$ cat config.mk
export PLATFORM = sky130hd
export DESIGN_NAME = ex_stage_flat
export DESIGN_NICKNAME = d
export VERILOG_FILES = /design/src/rtl/ex_if.sv /design/src/rtl/ex_stage.sv /design/src/flat_wrapper.sv
export SDC_FILE = /design/constraint.sdc
export NUM_CORES = 1
export LEC_CHECK = 0
export ABC_AREA = 1
export BUFFER_PORTS_ARGS = -buffer_cell sky130_fd_sc_hd__buf_2
export CAP_MARGIN = 20
export CORE_MARGIN = 1.5
export CORE_UTILIZATION = 45
export CTS_CLUSTER_SIZE = 30
export DETAILED_ROUTE_END_ITERATION = 16
export PLACE_DENSITY_LB_ADDON = 0.05
export SLEW_MARGIN = 25
export SYNTH_ARGS = -nofsm -noshare
export SYNTH_HDL_FRONTEND = slang
export SYNTH_SLANG_ARGS = --single-unit
$ cat constraint.sdc
create_clock -name clk -period 8 [get_ports clk]
set_input_delay 2.4 -clock clk [delete_from_list [all_inputs] [get_ports clk]]
set_output_delay 2.4 -clock clk [all_outputs]
set_load 0.01 [all_outputs]
$ cat src/rtl/ex_if.sv
// Handshake and operand/result bundle between instruction decode and the
// execute stage of the RSA ASIP.
interface ex_if #(parameter int ARQ = 16);
  logic           in_valid;
  logic           in_ready;
  logic [3:0]     opcode;
  logic [1:0]     rd_addr;
  logic [ARQ-1:0] op_a;
  logic [ARQ-1:0] op_b;
  logic [ARQ-1:0] op_m;
  logic [9:0]     imm;
  logic           wb_enable;
  logic [ARQ-1:0] wb_result;
  logic [1:0]     wb_addr;
  logic           err;
  logic           busy;

  modport master (
    output in_valid, opcode, rd_addr, op_a, op_b, op_m, imm,
    input  in_ready, wb_enable, wb_result, wb_addr, err, busy
  );

  modport slave (
    input  in_valid, opcode, rd_addr, op_a, op_b, op_m, imm,
    output in_ready, wb_enable, wb_result, wb_addr, err, busy
  );
endinterface

$ cat src/rtl/ex_stage.sv
// Execute stage: single-cycle SET/ADD and a square-and-multiply MODEX built on
// a bit-serial interleaved modular multiplier.
//
// state | meaning
// IDLE  | ready for a new instruction
// SQR   | modmul R = R*R mod m, one bit of R per cycle
// MUL   | modmul R = a*R mod m, one bit of a per cycle
// DONE  | write-back strobe, then back to IDLE
module ex_stage (
  input logic clk,
  input logic rst,
  ex_if.slave ex
);
  localparam int ARQ = 16;
  localparam logic [3:0] OP_SET   = 4'b0000;
  localparam logic [3:0] OP_ADD   = 4'b0001;
  localparam logic [3:0] OP_MODEX = 4'b0100;

  typedef enum logic [1:0] {IDLE = 2'd0, SQR = 2'd1, MUL = 2'd2, DONE = 2'd3} state_t;

  state_t         state, state_nxt;
  logic [ARQ-1:0] a_q, e_q, m_q, r_q, wb_result_q;
  logic [17:0]    p_q;
  logic [3:0]     j_q, i_q;
  logic [1:0]     rd_q, wb_addr_q;
  logic           err_q;

  logic           accept, modex_run, mm_last, x_bit, e_bit;
  logic [17:0]    m_ext, step0, step1, step2;
  logic [ARQ-1:0] simple_res;
  logic           simple_err;

  assign accept    = ex.in_valid && (state == IDLE);
  assign modex_run = (ex.opcode == OP_MODEX) && (ex.op_m != '0);
  assign mm_last   = (j_q == 4'd0);
  assign e_bit     = e_q[i_q];
  assign x_bit     = (state == MUL) ? a_q[j_q] : r_q[j_q];
  assign m_ext     = {2'b00, m_q};

  // P < m and R < m keep 2P + R below 3m, so two conditional subtracts suffice
  always_comb begin
    step0 = (p_q << 1) + (x_bit ? {2'b00, r_q} : 18'd0);
    step1 = (step0 >= m_ext) ? (step0 - m_ext) : step0;
    step2 = (step1 >= m_ext) ? (step1 - m_ext) : step1;
  end

  always_comb begin
    simple_res = '0;
    simple_err = 1'b0;
    case (ex.opcode)
      OP_SET:  simple_res = {6'b000000, ex.imm};
      OP_ADD:  simple_res = ex.op_a + ex.op_b;
      default: simple_err = 1'b1;
    endcase
  end

  always_ff @(posedge clk) begin
    if (!rst) state <= IDLE;
    else      state <= state_nxt;
  end

  always_comb begin
    state_nxt = state;
    case (state)
      IDLE: if (accept) state_nxt = modex_run ? SQR : DONE;
      SQR:
        if (mm_last) begin
          if (e_bit)              state_nxt = MUL;
          else if (i_q == 4'd0)   state_nxt = DONE;
          else                    state_nxt = SQR;
        end
      MUL:  if (mm_last) state_nxt = (i_q == 4'd0) ? DONE : SQR;
      DONE: state_nxt = IDLE;
      default: state_nxt = IDLE;
    endcase
  end

  always_ff @(posedge clk) begin
    if (!rst) begin
      a_q         <= '0;
      e_q         <= '0;
      m_q         <= '0;
      r_q         <= '0;
      p_q         <= '0;
      j_q         <= '0;
      i_q         <= '0;
      rd_q        <= '0;
      wb_result_q <= '0;
      wb_addr_q   <= '0;
      err_q       <= 1'b0;
    end else begin
      case (state)
        IDLE:
          if (accept) begin
            a_q  <= ex.op_a;
            e_q  <= ex.op_b;
            m_q  <= ex.op_m;
            rd_q <= ex.rd_addr;
            r_q  <= (ex.op_m == 16'd1) ? 16'd0 : 16'd1;
            p_q  <= '0;
            j_q  <= 4'd15;
            i_q  <= 4'd15;
            if (!modex_run) begin
              wb_result_q <= simple_res;
              wb_addr_q   <= ex.rd_addr;
              err_q       <= simple_err;
            end
          end
        SQR, MUL:
          if (mm_last) begin
            p_q <= '0;
            j_q <= 4'd15;
            r_q <= step2[ARQ-1:0];
            if (state_nxt == SQR) i_q <= i_q - 4'd1;
            if (state_nxt == DONE) begin
              wb_result_q <= step2[ARQ-1:0];
              wb_addr_q   <= rd_q;
              err_q       <= 1'b0;
            end
          end else begin
            p_q <= step2;
            j_q <= j_q - 4'd1;
          end
        default: ;
      endcase
    end
  end

  always_comb begin
    ex.in_ready  = (state == IDLE);
    ex.busy      = (state == SQR) || (state == MUL);
    ex.wb_enable = (state == DONE);
    ex.err       = (state == DONE) && err_q;
    ex.wb_result = wb_result_q;
    ex.wb_addr   = wb_addr_q;
  end
endmodule

$ cat src/flat_wrapper.sv
// flat-port wrapper written by rule: the top's interface ports become plain ports
module ex_stage_flat 
  (clk, rst, ex_in_valid, ex_opcode, ex_rd_addr, ex_op_a, ex_op_b, ex_op_m, ex_imm, ex_in_ready, ex_wb_enable, ex_wb_result, ex_wb_addr, ex_err, ex_busy);
  ex_if #(.ARQ(16)) ex_i ();
  input logic clk;
  input logic rst;
  input wire logic [$bits(ex_i.in_valid)-1:0] ex_in_valid;
  input wire logic [$bits(ex_i.opcode)-1:0] ex_opcode;
  input wire logic [$bits(ex_i.rd_addr)-1:0] ex_rd_addr;
  input wire logic [$bits(ex_i.op_a)-1:0] ex_op_a;
  input wire logic [$bits(ex_i.op_b)-1:0] ex_op_b;
  input wire logic [$bits(ex_i.op_m)-1:0] ex_op_m;
  input wire logic [$bits(ex_i.imm)-1:0] ex_imm;
  output wire logic [$bits(ex_i.in_ready)-1:0] ex_in_ready;
  output wire logic [$bits(ex_i.wb_enable)-1:0] ex_wb_enable;
  output wire logic [$bits(ex_i.wb_result)-1:0] ex_wb_result;
  output wire logic [$bits(ex_i.wb_addr)-1:0] ex_wb_addr;
  output wire logic [$bits(ex_i.err)-1:0] ex_err;
  output wire logic [$bits(ex_i.busy)-1:0] ex_busy;
  assign ex_i.in_valid = ex_in_valid;
  assign ex_i.opcode = ex_opcode;
  assign ex_i.rd_addr = ex_rd_addr;
  assign ex_i.op_a = ex_op_a;
  assign ex_i.op_b = ex_op_b;
  assign ex_i.op_m = ex_op_m;
  assign ex_i.imm = ex_imm;
  assign ex_in_ready = ex_i.in_ready;
  assign ex_wb_enable = ex_i.wb_enable;
  assign ex_wb_result = ex_i.wb_result;
  assign ex_wb_addr = ex_i.wb_addr;
  assign ex_err = ex_i.err;
  assign ex_busy = ex_i.busy;
  ex_stage u_core (.clk(clk), .rst(rst), .ex(ex_i));
endmodule
# Word level (Yosys, flattened, before mapping)
# Cells that the tools add are included.
# word_totals
ff_bits	112
inputBits	67
out_inout_bits	22
word_cells	99
# op_classes
add_sub_neg	6
magnitude_cmp	4
eq_ne	13
muxes	47
n_reduce_logical	17
# ops
cell	n
$mux 16	7
$pmux 16 s2	3
$mux 17	3
$ge 18x16->1	2
$pmux 17 s2	1
$mux 2	10
$add 18x16->18	1
$mux 18	1
$sub 18x16->18	1
$sub 17x16->17	1
$add 16x16->16	1
$eq 16x1->1 const B	1
$mux 4	4
$pmux 4 s2	2
$reduce_bool 16->1	1
$bmux 1 s4	3
$logic_not 4->1	3
$lt 4x5->1 const B	2
$mux 1	10
$ne 2x1->1 const B	4
$pmux 2 s4	1
$sub 4x1->4 const B	2
$eq 2x2->1 const B	3
$reduce_and 5->1	1
14 further kinds	19

# Depth between registers and ports, before layout
# depth
word_depth	12
ltp_mapped	49
ltp_nobuf	46

# Worst setup path after synthesis
# No wires, ideal clock.
# synth_timing
path_type	register -> register
start	register u_core.j_q[1]
end	register u_core.r_q[1]
setup_ns	0.126
arrival_time_ns	6.259
t_required_ns	7.874
path_slack_ns	1.615
path_stages_with_launch	45
path_buffers	5
synth_period_minus_slack_ns	6.385
path_cell_list	dfxtp_1 -> clkbuf_1 -> inv_1 -> clkbuf_1 -> nand3_1 -> nand3_1 -> nand2_1 -> nand2_1 -> o211ai_1 -> nand2_1 -> clkbuf_1 -> nor2_1 -> ha_1 -> fa_1 -> nand3_1 -> nand2_1 -> nand2_1 -> nand2_1 -> [... 9 more ...] -> nand4_4 -> buf_2 -> o21ai_0 -> inv_1 -> ha_1 -> a21oi_1 -> o21ai_1 -> a21oi_1 -> o21ai_1 -> nand2_1 -> nand2_1 -> inv_1 -> nand2_1 -> nor2_4 -> buf_4 -> nand3_1 -> nand3_2 -> a21oi_2
# synth_between
elab_chain_len	11
elab_cells_between_ends	18
classes_between	3 x add/sub; 2 x order compare; 1 x eq/ne; 10 x mux; 2 x reduce/logical
# synth_lines
element	line	text
start, declared	ex_stage.sv:24	logic [3:0] j_q, i_q;
start signal, assigned	ex_stage.sv:122	j_q <= j_q - 4'd1;
$bmux 1 s4	ex_stage.sv:37	assign x_bit = (state == MUL) ? a_q[j_q] : r_q[j_q];
$mux 1 (not written as such)	ex_stage.sv:37	
$mux 1	ex_stage.sv:37	
$mux 16	ex_stage.sv:42	step0 = (p_q << 1) + (x_bit ? {2'b00, r_q} : 18'd0);
$add 18x16->18	ex_stage.sv:42	
$sub 18x16->18 or $ge 18x16->1 (tied branches)	ex_stage.sv:43	step1 = (step0 >= m_ext) ? (step0 - m_ext) : step0;
$mux 18	ex_stage.sv:43	
$sub 17x16->17 or $ge 18x16->1 (tied branches)	ex_stage.sv:44	step2 = (step1 >= m_ext) ? (step1 - m_ext) : step1;
$mux 17	ex_stage.sv:44	
$mux 16	ex_stage.sv:110	if (mm_last) begin
$pmux 16 s2	ex_stage.sv:92	case (state)
end signal, assigned	ex_stage.sv:99	r_q <= (ex.op_m == 16'd1) ? 16'd0 : 16'd1;
end signal, assigned	ex_stage.sv:113	r_q <= step2[ARQ-1:0];
end, declared	ex_stage.sv:22	logic [ARQ-1:0] a_q, e_q, m_q, r_q, wb_result_q;
# Several ways; a longest one is shown, not always the timed one. The select of a mux whose other input is x is not followed.
# A chain may end at the register's enable or synchronous reset.

# Final worst setup path
# layout_timing
start	register u_core.j_q[0]
end	register u_core.r_q[12]
# The elaborated chain is that of the path after synthesis.

==> run metrics <==
status complete, no violations; synthesized cell area 8830 um^2; initial antenna violation count 0; Worst-Margin Slew 0.972 ns; arrival time worst endpoint 7.56 ns; number of port buffers 88; CP Launch Type flop; CTS root buf clkbuf_16; sequential fraction of the synthesis area 25.4%; HP Class reg -> reg; Setup Viol. Count Final 0; number of global-route vias before repair 8469; worst skew pair latency 0.36 ns; antenna viol nets, final 0; setup TNS 0 ns; post-route minimum period 7.26 ns; Reg2Reg Depth 38; Max Cap Viol 0; Core ar. 19300 um^2; skew final 0.0136 ns; pre-CTS setup slack 0.359 ns; largest family of logic cells by synthesized area simple AND/OR/NAND/NOR gates; DR WL/cell 17.5 um; Post-CTS Setup Bufs 0; multi-input logic area 5780 um^2; total track usage 29.7%; Reg-to-Reg End u_core.r_q[12]$_SDFFE_PN0P_; final core utilization 50.5%; die area 20500 um^2; asr flop ratio synth 0%; crit-path max FO 22; hold path startpoint u_core.e_q[8]$_SDFFE_PN0P_; Worst Path Required 8.30 ns; mux share of post-synthesis cell area 0%; Ant. Diodes 0; FF+latch count, synth 112; filler instances 2102; # DRC 0; vias 9135; Die Width 143 um; YS warnings 0; DP HPWL 24200 um; final hold vios 0; Area Overhead vs Synth 10.7%; Cells after Synth 1378; 1st-iter DRT viols 524; Starting Density 45.7%; Main synth FF type dfxtp_1; CP most frequent cell nand2_1; critical path's slowest cell nand4_2; most frequent cells in the layout nand2_1, inv_1, a21oi_1, nor2_1, o21ai_0; total clock sinks 112; Vias/cell 5.35; global-route wire length before repair 46300 um; Synth Area in Compound Gates 20.2%; Worst Slack Setup Final 0.738 ns; iteration count of the initial detailed-routing pass 5; routability cong. 1.02; largest net degree at the start of global routing 85; Hold Path Stages 2; crit end category flop; CTS Buffer Depth 2; hold_buf cts 0; chip height 143 um; total gr overflow 0; Post-Syn Nets 1518; CTS tree done; Netlist cell types 46; H-tree Lvls 3; final worst-path cycle share 90.8%; register clock-pin slew on the reported worst setup and hold paths 0.08 ns; WHS Endpoint u_core.e_q[8]$_SDFFE_PN0P_; Post-synth EDFFs 0; boundary pin count 89; Post-Route WL 29800 um; Rows 51; crit path buf inv count 3; fmax 0.138 GHz; CTS Buf Count 9; headroom to the max-slew limit 34.7%; Synth Area per Inst 6.41 um^2; cell family with most CP delay simple AND/OR/NAND/NOR gates; adder-cell area share of the yosys netlist 10.7%; share of cells above drive strength 1 11.3%; critical path class reg -> reg; most common cell after layout, fill and taps aside nand2_1; CP Depth 38; simple-gate portion of the synthesized area 30.3%; register area 2240 um^2; post-synthesis xor/xnor area fraction 3.97%; post-CTS sizing 0; CP peak stage delay 0.43 ns; final-report max-slew violation count 0; R2R Setup Slk 0.74 ns; final net count 1577; worst reg2reg path startpoint u_core.j_q[0]$_SDFFE_PN0P_
[layout make-up]
| cell class | instances | share of cell area, % |
|---|---|---|
| Clock buffer | 9 | 2.31 |
| Tap cell | 265 | 3.39 |
| Multi-Input combinational cell | 1054 | 59.1 |
| Clock inverter | 7 | 0.743 |
| Timing Repair Buffer | 96 | 5.12 |
| Inverter | 164 | 6.34 |
| Sequential cell | 112 | 22.9 |
[through the flow]
stage / hold slack, ns / instance area (um^2) / instances
floorplan: 0.429 / 8830 / 1378
global placement: 0.446 / 9450 / 1690
detailed placement: 0.448 / 9450 / 1690
CTS: 0.460 / 9750 / 1706
global route: 0.484 / 9770 / 1707
finish: 0.457 / 9770 / 1707
[metal layers]
| metal | wire, um | up-vias | global-route usage (%) |
|---|---|---|---|
| met5 | 0 | - | 0 |
| met4 | 1220 | 0 | 13.0 |
| met3 | 1280 | 53 | 3.29 |
| met2 | 14400 | 264 | 51.4 |
| met1 | 13000 | 4143 | 37.2 |
| li1 | - | 4675 | - |
[sequential cells by signal, indices dropped and copies added (netlist names)]
| name | cells |
|---|---|
| u_core.rd_q | 2 |
| u_core.ex.wb_addr | 2 |
| u_core.state | 2 |
| u_core.err_q | 1 |
| u_core.ex.wb_result | 16 |
| u_core.p_q | 17 |
| u_core.j_q | 4 |
| u_core.i_q | 4 |
| u_core.r_q | 16 |
| u_core.a_q | 16 |
| u_core.m_q | 16 |
| u_core.e_q | 16 |
[worst min-delay path, cell delays in order (launching register included)]
cell,delay [ns]
dfxtp_1,0.30
inv_1,0.06
a21oi_1,0.05
[cells in the mapped netlist (2+ instances only)]
| master | count | area (um^2) |
|---|---|---|
| o21bai_1 | 3 | 22.5 |
| ha_1 | 69 | 863 |
| a21o_1 | 6 | 45.0 |
| or2_2 | 6 | 37.5 |
| fa_1 | 4 | 80.1 |
| a22o_1 | 2 | 17.5 |
| buf_2 | 7 | 35.0 |
| inv_1 | 161 | 604 |
| nand3_1 | 104 | 521 |
| nor3_1 | 10 | 50.1 |
| nand3_2 | 10 | 100 |
| clkbuf_1 | 39 | 146 |
| nor2_2 | 3 | 18.8 |
| inv_2 | 2 | 7.51 |
| buf_4 | 2 | 15.0 |
| dfxtp_1 | 112 | 2240 |
| xnor2_1 | 16 | 140 |
| nand2_1 | 297 | 1110 |
| o31ai_1 | 2 | 15.0 |
| nand4_1 | 8 | 50.1 |
| o21ai_0 | 135 | 676 |
| o211ai_1 | 9 | 67.6 |
| and2_1 | 2 | 12.5 |
| o21ai_1 | 4 | 20.0 |
| nor2_1 | 138 | 518 |
| xor2_1 | 24 | 210 |
| a21oi_2 | 4 | 35.0 |
| nand2_4 | 11 | 124 |
| nand2_2 | 4 | 25.0 |
| a31oi_1 | 9 | 56.3 |
| nor4_1 | 4 | 25.0 |
| nand3b_1 | 2 | 15.0 |
| a21oi_1 | 156 | 781 |
[how the worst max path moves through the flow]
stage	start	endpoint
final	u_core.j_q[0]$_SDFFE_PN0P_	u_core.r_q[12]$_SDFFE_PN0P_
after global routing	u_core.j_q[0]$_SDFFE_PN0P_	u_core.r_q[12]$_SDFFE_PN0P_
after CTS	u_core.j_q[0]$_SDFFE_PN0P_	u_core.r_q[12]$_SDFFE_PN0P_
after detailed placement	u_core.j_q[0]$_SDFFE_PN0P_	u_core.r_q[12]$_SDFFE_PN0P_
after global placement	u_core.j_q[0]$_SDFFE_PN0P_	u_core.ex.wb_result[12]$_SDFFE_PN0P_
after floorplan	u_core.j_q[1]$_SDFFE_PN0P_	u_core.r_q[1]$_SDFFE_PN0P_
[kinds of logic (layout without fill, tap and decap cells)]
logic type | Yosys count | count (layout)
compound gates | 336 | 336
xor+xnor | 40 | 40
fa+ha+maj | 73 | 73
buf+inv | 213 | 276
flops | 112 | 112
simple gates | 604 | 605
Power is not shown: default switching activity piles up to over one toggle a cycle in this logic, so the estimate is an artifact.
